## src/rtl/serial_adder_pkg.sv

```systemverilog
// rtl/serial_adder_pkg.sv - shared types and helpers for the digit-serial adder
package serial_adder_pkg;

  typedef enum logic [1:0] {
    IDLE = 2'd0,
    RUN  = 2'd1,
    HOLD = 2'd2
  } state_t;

  // Step counter width; a single-step adder still keeps a one-bit counter.
  function automatic int cnt_width(input int steps);
    return (steps > 1) ? $clog2(steps) : 1;
  endfunction

endpackage

```

## src/rtl/serial_adder_digit_adder.sv

```systemverilog
// rtl/serial_adder_digit_adder.sv - combinational DIGIT-bit ripple-carry cell
module digit_adder #(
  parameter int DIGIT = 1
) (
  input  logic [DIGIT-1:0] a,
  input  logic [DIGIT-1:0] b,
  input  logic             ci,
  output logic [DIGIT-1:0] s,
  output logic             co,
  output logic             c_top
);

  logic [DIGIT:0] c;

  // Ripple the carry through DIGIT full-adder bits, LSB first.
  always_comb begin
    c    = '0;
    s    = '0;
    c[0] = ci;
    for (int i = 0; i < DIGIT; i++) begin
      s[i]   = a[i] ^ b[i] ^ c[i];
      c[i+1] = (a[i] & b[i]) | (c[i] & (a[i] ^ b[i]));
    end
  end

  assign co    = c[DIGIT];
  assign c_top = c[DIGIT-1];

endmodule

```

## src/rtl/serial_adder.sv

```systemverilog
// rtl/serial_adder.sv - digit-serial adder with valid/ready handshakes; SERIAL_ADDER_OVF_EN adds ovf
module serial_adder
  import serial_adder_pkg::*;
#(
  parameter int WIDTH = 8,
  parameter int DIGIT = 1
) (
  input  logic             clk,
  input  logic             rst,
  input  logic             in_valid,
  output logic             in_ready,
  input  logic [WIDTH-1:0] a,
  input  logic [WIDTH-1:0] b,
  input  logic             ci,
  output logic             out_valid,
  input  logic             out_ready,
  output logic [WIDTH-1:0] sum,
  output logic             co
`ifdef SERIAL_ADDER_OVF_EN
  ,
  output logic             ovf
`endif
);

  localparam int STEPS = WIDTH / DIGIT;
  localparam int CW    = cnt_width(STEPS);
  localparam logic [CW-1:0] LAST_STEP = CW'(STEPS - 1);

  if ((WIDTH < 1) || (DIGIT < 1) || ((WIDTH % DIGIT) != 0)) begin : g_param_check
    $error("serial_adder: DIGIT must be >= 1 and divide WIDTH exactly");
  end

  state_t           state_q, state_d;
  logic [WIDTH-1:0] a_q, a_d;
  logic [WIDTH-1:0] b_q, b_d;
  logic [WIDTH-1:0] sum_q, sum_d;
  logic             carry_q, carry_d;
  logic             co_q, co_d;
  logic [CW-1:0]    cnt_q, cnt_d;
  logic             in_ready_q, in_ready_d;
  logic             out_valid_q, out_valid_d;
`ifdef SERIAL_ADDER_OVF_EN
  logic             ovf_q, ovf_d;
`endif

  logic [DIGIT-1:0]       dig_s;
  logic                   dig_co;
  logic                   dig_c_top;
  logic [WIDTH+DIGIT-1:0] sum_cat;

  digit_adder #(
    .DIGIT (DIGIT)
  ) u_digit_adder (
    .a     (a_q[DIGIT-1:0]),
    .b     (b_q[DIGIT-1:0]),
    .ci    (carry_q),
    .s     (dig_s),
    .co    (dig_co),
    .c_top (dig_c_top)
  );

`ifndef SERIAL_ADDER_OVF_EN
  logic unused_c_top;
  assign unused_c_top = dig_c_top;
`endif

  // Next-state logic: accept in IDLE, one digit per cycle in RUN, wait for the consumer in HOLD.
  always_comb begin
    state_d     = state_q;
    a_d         = a_q;
    b_d         = b_q;
    sum_d       = sum_q;
    carry_d     = carry_q;
    co_d        = co_q;
    cnt_d       = cnt_q;
    in_ready_d  = in_ready_q;
    out_valid_d = out_valid_q;
`ifdef SERIAL_ADDER_OVF_EN
    ovf_d       = ovf_q;
`endif
    sum_cat     = {dig_s, sum_q};

    case (state_q)
      IDLE: begin
        if (in_valid && in_ready_q) begin
          a_d        = a;
          b_d        = b;
          carry_d    = ci;
          cnt_d      = '0;
          in_ready_d = 1'b0;
          state_d    = RUN;
        end
      end
      RUN: begin
        // New digit enters from the MSB side so the last step leaves the sum aligned.
        sum_d   = sum_cat[WIDTH+DIGIT-1:DIGIT];
        carry_d = dig_co;
        a_d     = a_q >> DIGIT;
        b_d     = b_q >> DIGIT;
        if (cnt_q == LAST_STEP) begin
          cnt_d       = '0;
          co_d        = dig_co;
          out_valid_d = 1'b1;
`ifdef SERIAL_ADDER_OVF_EN
          ovf_d       = dig_co ^ dig_c_top;
`endif
          state_d     = HOLD;
        end else begin
          cnt_d = CW'(cnt_q + 1'b1);
        end
      end
      HOLD: begin
        if (out_ready) begin
          out_valid_d = 1'b0;
          in_ready_d  = 1'b1;
          state_d     = IDLE;
        end
      end
      default: begin
        state_d     = IDLE;
        in_ready_d  = 1'b1;
        out_valid_d = 1'b0;
      end
    endcase
  end

  // State register; reset discards any in-flight operation.
  always_ff @(posedge clk) begin
    if (rst) begin
      state_q     <= IDLE;
      a_q         <= '0;
      b_q         <= '0;
      sum_q       <= '0;
      carry_q     <= 1'b0;
      co_q        <= 1'b0;
      cnt_q       <= '0;
      in_ready_q  <= 1'b1;
      out_valid_q <= 1'b0;
`ifdef SERIAL_ADDER_OVF_EN
      ovf_q       <= 1'b0;
`endif
    end else begin
      state_q     <= state_d;
      a_q         <= a_d;
      b_q         <= b_d;
      sum_q       <= sum_d;
      carry_q     <= carry_d;
      co_q        <= co_d;
      cnt_q       <= cnt_d;
      in_ready_q  <= in_ready_d;
      out_valid_q <= out_valid_d;
`ifdef SERIAL_ADDER_OVF_EN
      ovf_q       <= ovf_d;
`endif
    end
  end

  assign in_ready  = in_ready_q;
  assign out_valid = out_valid_q;
  assign sum       = sum_q;
  assign co        = co_q;
`ifdef SERIAL_ADDER_OVF_EN
  assign ovf       = ovf_q;
`endif

endmodule

```

## config.mk

```make
export PLATFORM = sky130hd
export DESIGN_NAME = serial_adder
export DESIGN_NICKNAME = d
export VERILOG_FILES = /design/src/rtl/serial_adder_pkg.sv /design/src/rtl/serial_adder_digit_adder.sv /design/src/rtl/serial_adder.sv
export SDC_FILE = /design/constraint.sdc
export NUM_CORES = 1
export LEC_CHECK = 0
export ABC_AREA = 1
export BUFFER_PORTS_ARGS = -buffer_cell sky130_fd_sc_hd__buf_2
export CORE_ASPECT_RATIO = 0.7
export CORE_MARGIN = 1.5
export CORE_UTILIZATION = 48
export CTS_CLUSTER_SIZE = 24
export DETAILED_ROUTE_END_ITERATION = 16
export MAX_ROUTING_LAYER = met4
export PLACE_DENSITY_LB_ADDON = 0.08
export SLEW_MARGIN = 20
export SYNTH_ARGS = -nofsm -noshare
export SYNTH_HDL_FRONTEND = slang
export SYNTH_SLANG_ARGS = --single-unit
```

## constraint.sdc

```tcl
create_clock -name clk -period 1.3 [get_ports clk]
set_input_delay 0.195 -clock clk [delete_from_list [all_inputs] [get_ports clk]]
set_output_delay 0.195 -clock clk [all_outputs]
set_load 0.005 [all_outputs]
```

==> flow_metrics.tcl, run 1 <==
set metrics [dict create \
    final_area_sq_mm 0.00182 \
    wl_um 3310 \
    tightest_slew_ns 0.273 \
    required_ns 1.50 \
    grt_use_total_pct 20.5 \
    cts_resized 0 \
    fillers 259 \
    grt_pass1_wl_um 5460 \
    post-dp-hpwl_um 2300 \
    synth_largest_area_cell "dfxtp_1" \
    worst_clock_skew_ns 0.00777 \
    io_buffers 31 \
    dpl_cell_area_sq_mm 0.00168 \
    ys_warn_count 0 \
    cpMostUsedCell "nand2_1" \
    grt_max_degree 24 \
    drt_iter0_drc 84 \
    final_common_cell "nand2_1" \
    whs_ns 0.185 \
    start_kind "register" \
    nets 266 \
    synth-seq-cells 33 \
    finalMaxSlewViolations 0 \
    gp_congestion 0.816 \
    hp-class "input port to register" \
    io_pins 32 \
    crit_arrival_ns 1.48 \
    hold_buffers 0 \
    core-area_sq_mm 0.00286 \
    antenna_found_initial 0 \
    cp_num_buf_inv 1 \
    drive_above_1_share_pct 23.9 \
    drc_errors 0 \
    vias 1406 \
    critical_path.top_delay_family "adder cells" \
    die_y_um 49.5 \
    synth_area_per_cell_sq_um 7.26 \
    dp_cells 270 \
    crit_cells 7 \
    maxCapViolCount 0 \
    htreeDepth 2 \
    rsz0062_at_grt "true" \
    fin_cells 279 \
    clockBufferDepth 2 \
    start_util_pct 51.7 \
    area_growth_pct 22.7 \
    syn_nets 228 \
    cp_max_fo 4 \
    multi_input_area_sq_um 737 \
    synth_seq_area_share_pct 44.6 \
    netlist.area_leader.share_pct 44.6 \
    cts.sinks 33 \
    cp_slowest_cell "dfxtp_1" \
    netlist_instances 204 \
    fin_crit_sh_pct 98.4 \
    cellPowerDensity_mw_per_mm2 1410 \
    fp.dieArea_sq_mm 0.00343 \
    post_drt_wl_per_cell_um 11.9 \
    clockRootBuffer "clkbuf_8" \
    overflow 0 \
    regArea_sq_um 662 \
    relSlewSlack_pct 81.7 \
    vias_per_cell 5.04 \
    final_cell_mix "nand2_1, dfxtp_1, buf_2" \
    hold_viol 0 \
    cts.reportedPaths.clkPinSlew_ns 0.07 \
    row_count 16 \
    netlist_top_cells_area "dfxtp_1, nand2_1, a21oi_1, nor2_1, o21ai_0" \
    drtPass1Iterations 5 \
    utilization_pct 63.4 \
    grt_pass1_vias 1259 \
    n_antenna_cell 0 \
    hold_depth 3 \
    ys_types 19 \
    rr_worst_depth 7 \
    vdd_drop_max_uv 799 \
    crit_path_end_kind "register" \
    cts_tree "built" \
    ant_nets 0 \
    cts_buffers 5 \
    netlist_area_sq_mm 0.00148 \
    crit_chain "ha_1, ha_1, inv_1, nand2_1, nand2_1, nand2_1, a21oi_1" \
    crit_type "register to register" \
    outcome "finished, final reports clean" \
    p_leak_nw 0.853 \
    min_period_ns 1.28 \
    setup_viol 0 \
    clkLatencyLatePin_ns 0.28 \
    die_x_um 69.4 \
    slowest_delay_ns 0.32 \
    fmax_mhz 782 \
    cts_setup_buffers 0 \
]
final cells by class:
class	instances	share of cell area, %
well taps	36	2.48
inverters	5	1.03
multi-input cells	159	40.6
repair buffers	38	13.0
clock buffers	7	4.76
clock inverters	1	1.65
flip-flops and latches	33	36.5
routing by layer:
| metal | global-route usage [%] | vias to the layer above | wire length, um |
|---|---|---|---|
| met3 | 6.75 | 2 | 259 |
| met4 | 7.52 | 0 | 12 |
| met2 | 31.6 | 45 | 1490 |
| li1 | - | 719 | - |
| met1 | 25.2 | 640 | 1540 |
| met5 | - | - | 0 |
synthesized netlist by cell type:
master          number
dfxtp_1             33
nand2_4              2
dlymetal6s2s_1       1
ha_1                 2
buf_4                2
o21ai_0             10
nor2_1              20
nand2_1             92
a21oi_1             21
inv_2                1
inv_1                4
a21o_2               1
buf_2                1
clkbuf_8             1
a21oi_2              3
nand3_1              4
fa_1                 1
nor2_4               2
buf_6                3
sequential cells by signal, summed over array words and instances, names as in the netlist:
signal     count
sum            8
carry_q        1
co             1
a_q            8
in_ready       1
b_q            8
cnt_q          3
state_q        2
out_valid      1
cells by family (layout without fill, tap and decap cells):
family	Yosys count	in the layout	synth area share (%)
buffers and inverters	13	51	6.68
AO/OA/AOI/OAI	35	35	12.8
adder cells (fa/ha/maj)	3	3	3.04
AND/OR/NAND/NOR	120	121	32.8
flip-flops	33	33	44.6
report_power, final:
part	internal, W	leakage (nW)	switching [W]
Clock	0.000624	0.0585	0.000345
Combinational	0.000190	0.524	0.000267
Sequential	0.00109	0.271	0.0000466
worst register-to-register path, stage by stage (launching register included):
cell and delay [ns]:
dfxtp_1 0.32, ha_1 0.20, ha_1 0.24, inv_1 0.07
nand2_1 0.07, nand2_1 0.10, nand2_1 0.07, a21oi_1 0.13
per-stage QoR:
stage	power (W)	setup WS (ns)	setup TNS (ns)
CTS	0.00256	0.00831	0
global placement	0.00158	0.0928	0
global route	0.00271	-0.0170	-0.0284
floorplan	0.00146	0.145	0
detailed placement	0.00160	0.0201	0
finish	0.00257	0.0214	0
worst paths after layout:
kind / slack, ns / from / end
hold / removal: 0.19 / b[7] / b_q[7]
setup / recovery: 0.02 / cnt_q[0] / out_valid
setup reg to reg: 0.02 / cnt_q[0] / out_valid
hold reg to reg: 0.46 / cnt_q[0] / cnt_q[0]
Power figures use the tool's default switching activity.
==> run 2: changes to the inputs <==
==> constraint.sdc (replaced) <==
create_clock -name clk -period 1.2 [get_ports clk]
set_input_delay 0.18 -clock clk [delete_from_list [all_inputs] [get_ports clk]]
set_output_delay 0.18 -clock clk [all_outputs]
set_load 0.005 [all_outputs]
==> flow_metrics.tcl, run 2 (synthesis gave the netlist of run 1 again) <==
set metrics [dict create \
    crit_arrival_ns 1.31 \
    clockRootBuffer "clkbuf_8" \
    area_growth_pct 27.2 \
    cellPowerDensity_mw_per_mm2 1380 \
    min_from "b[7]" \
    grt_max_degree 24 \
    rr_worst_depth 5 \
    die_y_um 49.5 \
    cts.reportedPaths.clkPinSlew_ns 0.07 \
    fmax_mhz 867 \
    start_kind "register" \
    cts_buffers 5 \
    p_total_w 0.00259 \
    dpl_cell_area_sq_mm 0.00172 \
    utilization_pct 65.8 \
    vdd_drop_max_uv 1050 \
    fin_crit_sh_pct 96.1 \
    dp_slack_ns -0.0175 \
    hold_viol 0 \
    final_common_cell "nand2_1" \
    comb_power_share_pct 20.2 \
    antenna_found_initial 0 \
    drt_iter0_drc 56 \
    p_clk_share_pct 32.1 \
    vias_per_cell 4.88 \
    grt_use_total_pct 21.4 \
    finalMaxSlewViolations 0 \
    worst_clock_skew_ns 0.00256 \
    grt_pass1_vias 1292 \
    p_sw_share_pct 27.7 \
    tightest_slew_ns 0.276 \
    rr_startpoint "carry_q" \
    fp.dieArea_sq_mm 0.00343 \
    p_int_w 0.00187 \
    row_count 16 \
    nets 274 \
    grt_pass1_wl_um 5700 \
    worst_slack_ns 0.0463 \
    clkLatencyLatePin_ns 0.28 \
    io_buffers 31 \
    outcome "finished, final reports clean" \
    n_antenna_cell 0 \
    final_cell_mix "nand2_1, dfxtp_1, buf_2" \
    setup_viol 0 \
    overflow 0 \
    seqPwrFrac_pct 47.7 \
    crit_path_end_kind "register" \
    ff2ff_setup_slack_ns 0.05 \
    timing.rr.end "carry_q" \
    drc_errors 0 \
    crit_type "register to register" \
    critPathLaunch "carry_q" \
    htreeDepth 2 \
    io_pins 32 \
    hold_buffers 0 \
    gp_congestion 0.775 \
    required_ns 1.36 \
    hp-class "input port to register" \
    ant_nets 0 \
    post-dp-hpwl_um 2270 \
    clockBufferDepth 2 \
    maxCapViolCount 0 \
    start_util_pct 51.7 \
    p_leak_nw 0.873 \
    cts.sinks 33 \
    vias 1396 \
    rsz0062_at_grt "true" \
    min_period_ns 1.15 \
    wl_um 3350 \
    crit_end "carry_q" \
    p_switching_w 0.000718 \
    cp_max_fo 2 \
    final_area_sq_mm 0.00188 \
    post_drt_wl_per_cell_um 11.7 \
    die_x_um 69.4 \
    drtPass1Iterations 4 \
    cts_tree "built" \
    drive_above_1_share_pct 28.4 \
    core-area_sq_mm 0.00286 \
    relSlewSlack_pct 81.6 \
]
run 2: changes by cell type in the layout (fill, tap and decap cells not counted), sizes merged:
cell    change
buf         +8
bufinv      -1
run 2: power by group through the flow:
stage,Combinational (W),Clock [W],Sequential [W]
final,0.000524,0.000832,0.00124
after global routing,0.000602,0.000907,0.00125
after CTS,0.000483,0.000863,0.00124
after detailed placement,0.000480,0,0.00126
after global placement,0.000470,0,0.00126
after floorplan,0.000322,0,0.00126
run 2: worst min-delay path by stage:
| stage | cells after the start | end |
|---|---|---|
| 2_1_floorplan | 1 | b_q[1] |
| 3_3_place_gp | 1 | cnt_q[0] |
| 3_5_place_dp | 2 | a_q[7] |
| 4_1_cts | 3 | a_q[7] |
| 5_1_grt | 3 | a_q[7] |
| 6_report | 3 | b_q[7] |
run 2: per-layer routing:
layer	global-route usage, %	routed length [um]	up-vias
met5	-	0	-
met4	6.21	41	0
met3	7.16	216	5
met2	32.7	1450	43
met1	27.2	1640	610
li1	-	-	738
run 2: critical path, cell delays in order (launching register included):
cell and delay (ns):
dfxtp_1 0.34, fa_1 0.46, nand2_1 0.09, nand2_1 0.04, nand2_1 0.05, a21oi_1 0.06
run 2: area by class of cell:
cell class | instances | area, sq um
Inverter | 5 | 21.3
Fill cell | 258 | 980
Clock buffer | 7 | 86.3
Tap cell | 36 | 45.0
Sequential cell | 33 | 668
Timing Repair Buffer | 46 | 309
Multi-Input combinational cell | 159 | 753
run 2: per-stage QoR:
| step | std cells | TNS [ns] | hold WS [ns] |
|---|---|---|---|
| after floorplan | 204 | 0 | 0.249 |
| after detailed placement | 274 | -0.0653 | 0.455 |
| after global routing | 286 | -0.399 | 0.170 |
| after global placement | 274 | 0 | 0.440 |
| final | 286 | 0 | 0.167 |
| after CTS | 281 | 0 | 0.161 |
run 2: what timing repair did:
action | 4_1_cts | 5_1_grt
resized for setup | 4 | 12
gates cloned | 0 | 1
setup endpoints to repair | 12 | 21
buffers inserted | 0 | 4
pin swaps | 0 | 3
==> run 3: changes to the inputs <==
--- a/config.mk
+++ b/config.mk
@@ -5,11 +5,10 @@
 export SDC_FILE = /design/constraint.sdc
 export NUM_CORES = 1
 export LEC_CHECK = 0
-export ABC_AREA = 1
 export BUFFER_PORTS_ARGS = -buffer_cell sky130_fd_sc_hd__buf_2
 export CORE_ASPECT_RATIO = 0.7
-export CORE_MARGIN = 1.5
 export CORE_UTILIZATION = 48
+export CTS_BUF_LIST = sky130_fd_sc_hd__clkbuf_2
 export CTS_CLUSTER_SIZE = 24
 export DETAILED_ROUTE_END_ITERATION = 16
 export MAX_ROUTING_LAYER = met4
==> flow_metrics.tcl, run 3 <==
set metrics [dict create \
    outcome "complete, but fails checks" \
    synth-seq-cells 33 \
    gp_congestion 0.815 \
    p_total_w 0.00224 \
    worst_clock_skew_ns 0.0194 \
    ff2ff_setup_slack_ns -0.19 \
    netlist.area_leader.share_pct 41.7 \
    netlist_area_sq_mm 0.00159 \
    vias_per_cell 5.46 \
    fin_tns_setup_ns -2.13 \
    antenna_found_initial 0 \
    cts.sinks 33 \
    die_y_um 50.1 \
    synth-edff-count 0 \
    p_leak_nw 0.924 \
    cp_max_fo 2 \
    final_common_cell "buf_2" \
    post_drt_wl_per_cell_um 14.6 \
    die_x_um 70.7 \
    cp_slowest_cell "dfxtp_2" \
    whs_ns 0.109 \
    io_pins 32 \
    io_buffers 31 \
    hold_viol 0 \
    crit_cells 3 \
    wl_um 3530 \
    synth-main-ff-cell "dfxtp_1" \
    cts_tree "built" \
    overflow 0 \
    synth_seq_area_share_pct 41.7 \
    nets 226 \
    clockBufferDepth 2 \
    final_cell_mix "buf_2, dfxtp_1, nand2_1" \
    fillers 259 \
    crit_path_end_kind "register" \
    worst_slack_ns -0.192 \
    n_antenna_cell 0 \
    maxCapViolCount 0 \
    slowest_delay_ns 0.38 \
    dp_slack_ns -0.308 \
    fmax_mhz 718 \
    area_growth_pct 32.0 \
    crit_chain "fa_2, mux2_4, o311a_1" \
    grt_max_degree 29 \
    rsz0062_at_grt "true" \
    vias 1315 \
    grt_use_total_pct 21.8 \
    synth_largest_area_cell "dfxtp_1" \
    min_period_ns 1.39 \
    rr_worst_depth 3 \
    finalMaxSlewViolations 0 \
    netlist_top_cells_area "dfxtp_1, mux2_4, o311a_1, o21bai_1, nand2_1" \
    cellPowerDensity_mw_per_mm2 1070 \
    yosysMostFrequentCell "dfxtp_1" \
    synth_area_per_cell_sq_um 10.0 \
    required_ns 1.47 \
    tightest_slew_ns 0.225 \
    critPathLaunch "b_q[0]" \
    ys_warn_count 0 \
    async_flop_share_pct 0 \
    setup_viol 17 \
    vdd_drop_max_uv 652 \
    htreeDepth 2 \
    critical_path.top_delay_family "flip-flops" \
    start_kind "register" \
    crit_arrival_ns 1.66 \
    clkLatencyLatePin_ns 0.37 \
    hp-class "input port to register" \
    grt_pass1_wl_um 5560 \
    netlist_top_cells_count "dfxtp_1, nand2_1, a21oi_1" \
    core-area_sq_mm 0.00315 \
    violations "design-rule violations, negative setup slack" \
    drtPass1Iterations 10 \
    ant_nets 0 \
    drc_errors 4 \
    cts_buffers 5 \
    fin_crit_sh_pct 116 \
    netlist_instances 158 \
    row_count 17 \
    cts.reportedPaths.clkPinSlew_ns 0.18 \
    syn_nets 182 \
    grt_pass1_vias 1191 \
    crit_end "carry_q" \
    crit_type "register to register" \
    cp_num_buf_inv 0 \
    relSlewSlack_pct 84.9 \
    fp.dieArea_sq_mm 0.00354 \
    ys_types 29 \
    start_util_pct 50.4 \
    timing.rr.end "carry_q" \
    rr_startpoint "b_q[0]" \
    clockRootBuffer "clkbuf_2" \
    post-dp-hpwl_um 2210 \
    drt_iter0_drc 53 \
    drive_above_1_share_pct 48.3 \
]
run 3: tightest hold or removal path: cells and delay by family:
family | cells | cell delay (ns)
buffers and inverters | 1 | 0.09
AOI/OAI and AO/OA | 1 | 0.06
and+or+nand+nor | 2 | 0.13
run 3: power by group:
group | switching, W | internal [W]
registers | 0.0000523 | 0.00117
logic | 0.000209 | 0.000307
clock network | 0.000375 | 0.000127
run 3: area by class of cell:
type                    count  area (sq um)  share of cell area (%)
multi-input cells         109           956                    45.7
flip-flops and latches     33           677                    32.3
repair buffers             51           365                    17.5
well taps                  38          47.5                    2.27
clock buffers               5          25.0                    1.20
clock inverters             3          12.5                   0.598
inverters                   2          10.0                   0.478
run 3: worst min-delay path by stage:
| stage | from | endpoint | slack (ns) | depth (start not counted) |
|---|---|---|---|---|
| final | out_ready | state_q[1] | 0.11 | 4 |
| after global routing | out_ready | state_q[1] | 0.06 | 4 |
| after CTS | a[7] | a_q[7] | 0.04 | 3 |
| after detailed placement | a[7] | a_q[7] | 0.44 | 3 |
| after global placement | a[7] | a_q[7] | 0.43 | 3 |
| after floorplan | a[7] | a_q[7] | 0.32 | 2 |
run 3: cell families (layout without fill, tap and decap cells):
group / count (synthesis) / count (layout) / share of synthesized area [%]
DFF: 33 / 33 / 41.7
and+or+nand+nor: 34 / 36 / 10.2
muxes: 16 / 16 / 13.9
AOI/OAI and AO/OA: 54 / 54 / 24.8
buffers and inverters: 18 / 61 / 6.63
adders and majority gates: 3 / 3 / 2.84
run 3: what timing repair did:
item	CTS	global route
hold buffers	0	2
setup buffers	4	1
resized for setup	21	28
hold endpoints to repair	0	2
pin swaps	6	10
endpoints found under the setup margin	30	30
cloned	1	1
run 3: layer usage:
| layer | vias up | share of wire, % | track usage, % |
|---|---|---|---|
| li1 | 665 | - | - |
| met1 | 615 | 50 | 29.2 |
| met2 | 33 | 45 | 30.3 |
| met3 | 2 | 4.6 | 9.41 |
| met4 | 0 | 0.20 | 5.00 |
| met5 | - | 0 | - |
run 3: per-stage QoR:
stage          area, sq um  util, %  instances
2_1_floorplan         1590        -        158
3_3_place_gp          1800     57.2        224
3_5_place_dp          1800     57.2        224
4_1_cts               1940     61.7        237
5_1_grt               2090     66.5        241
6_report              2090     66.5        241
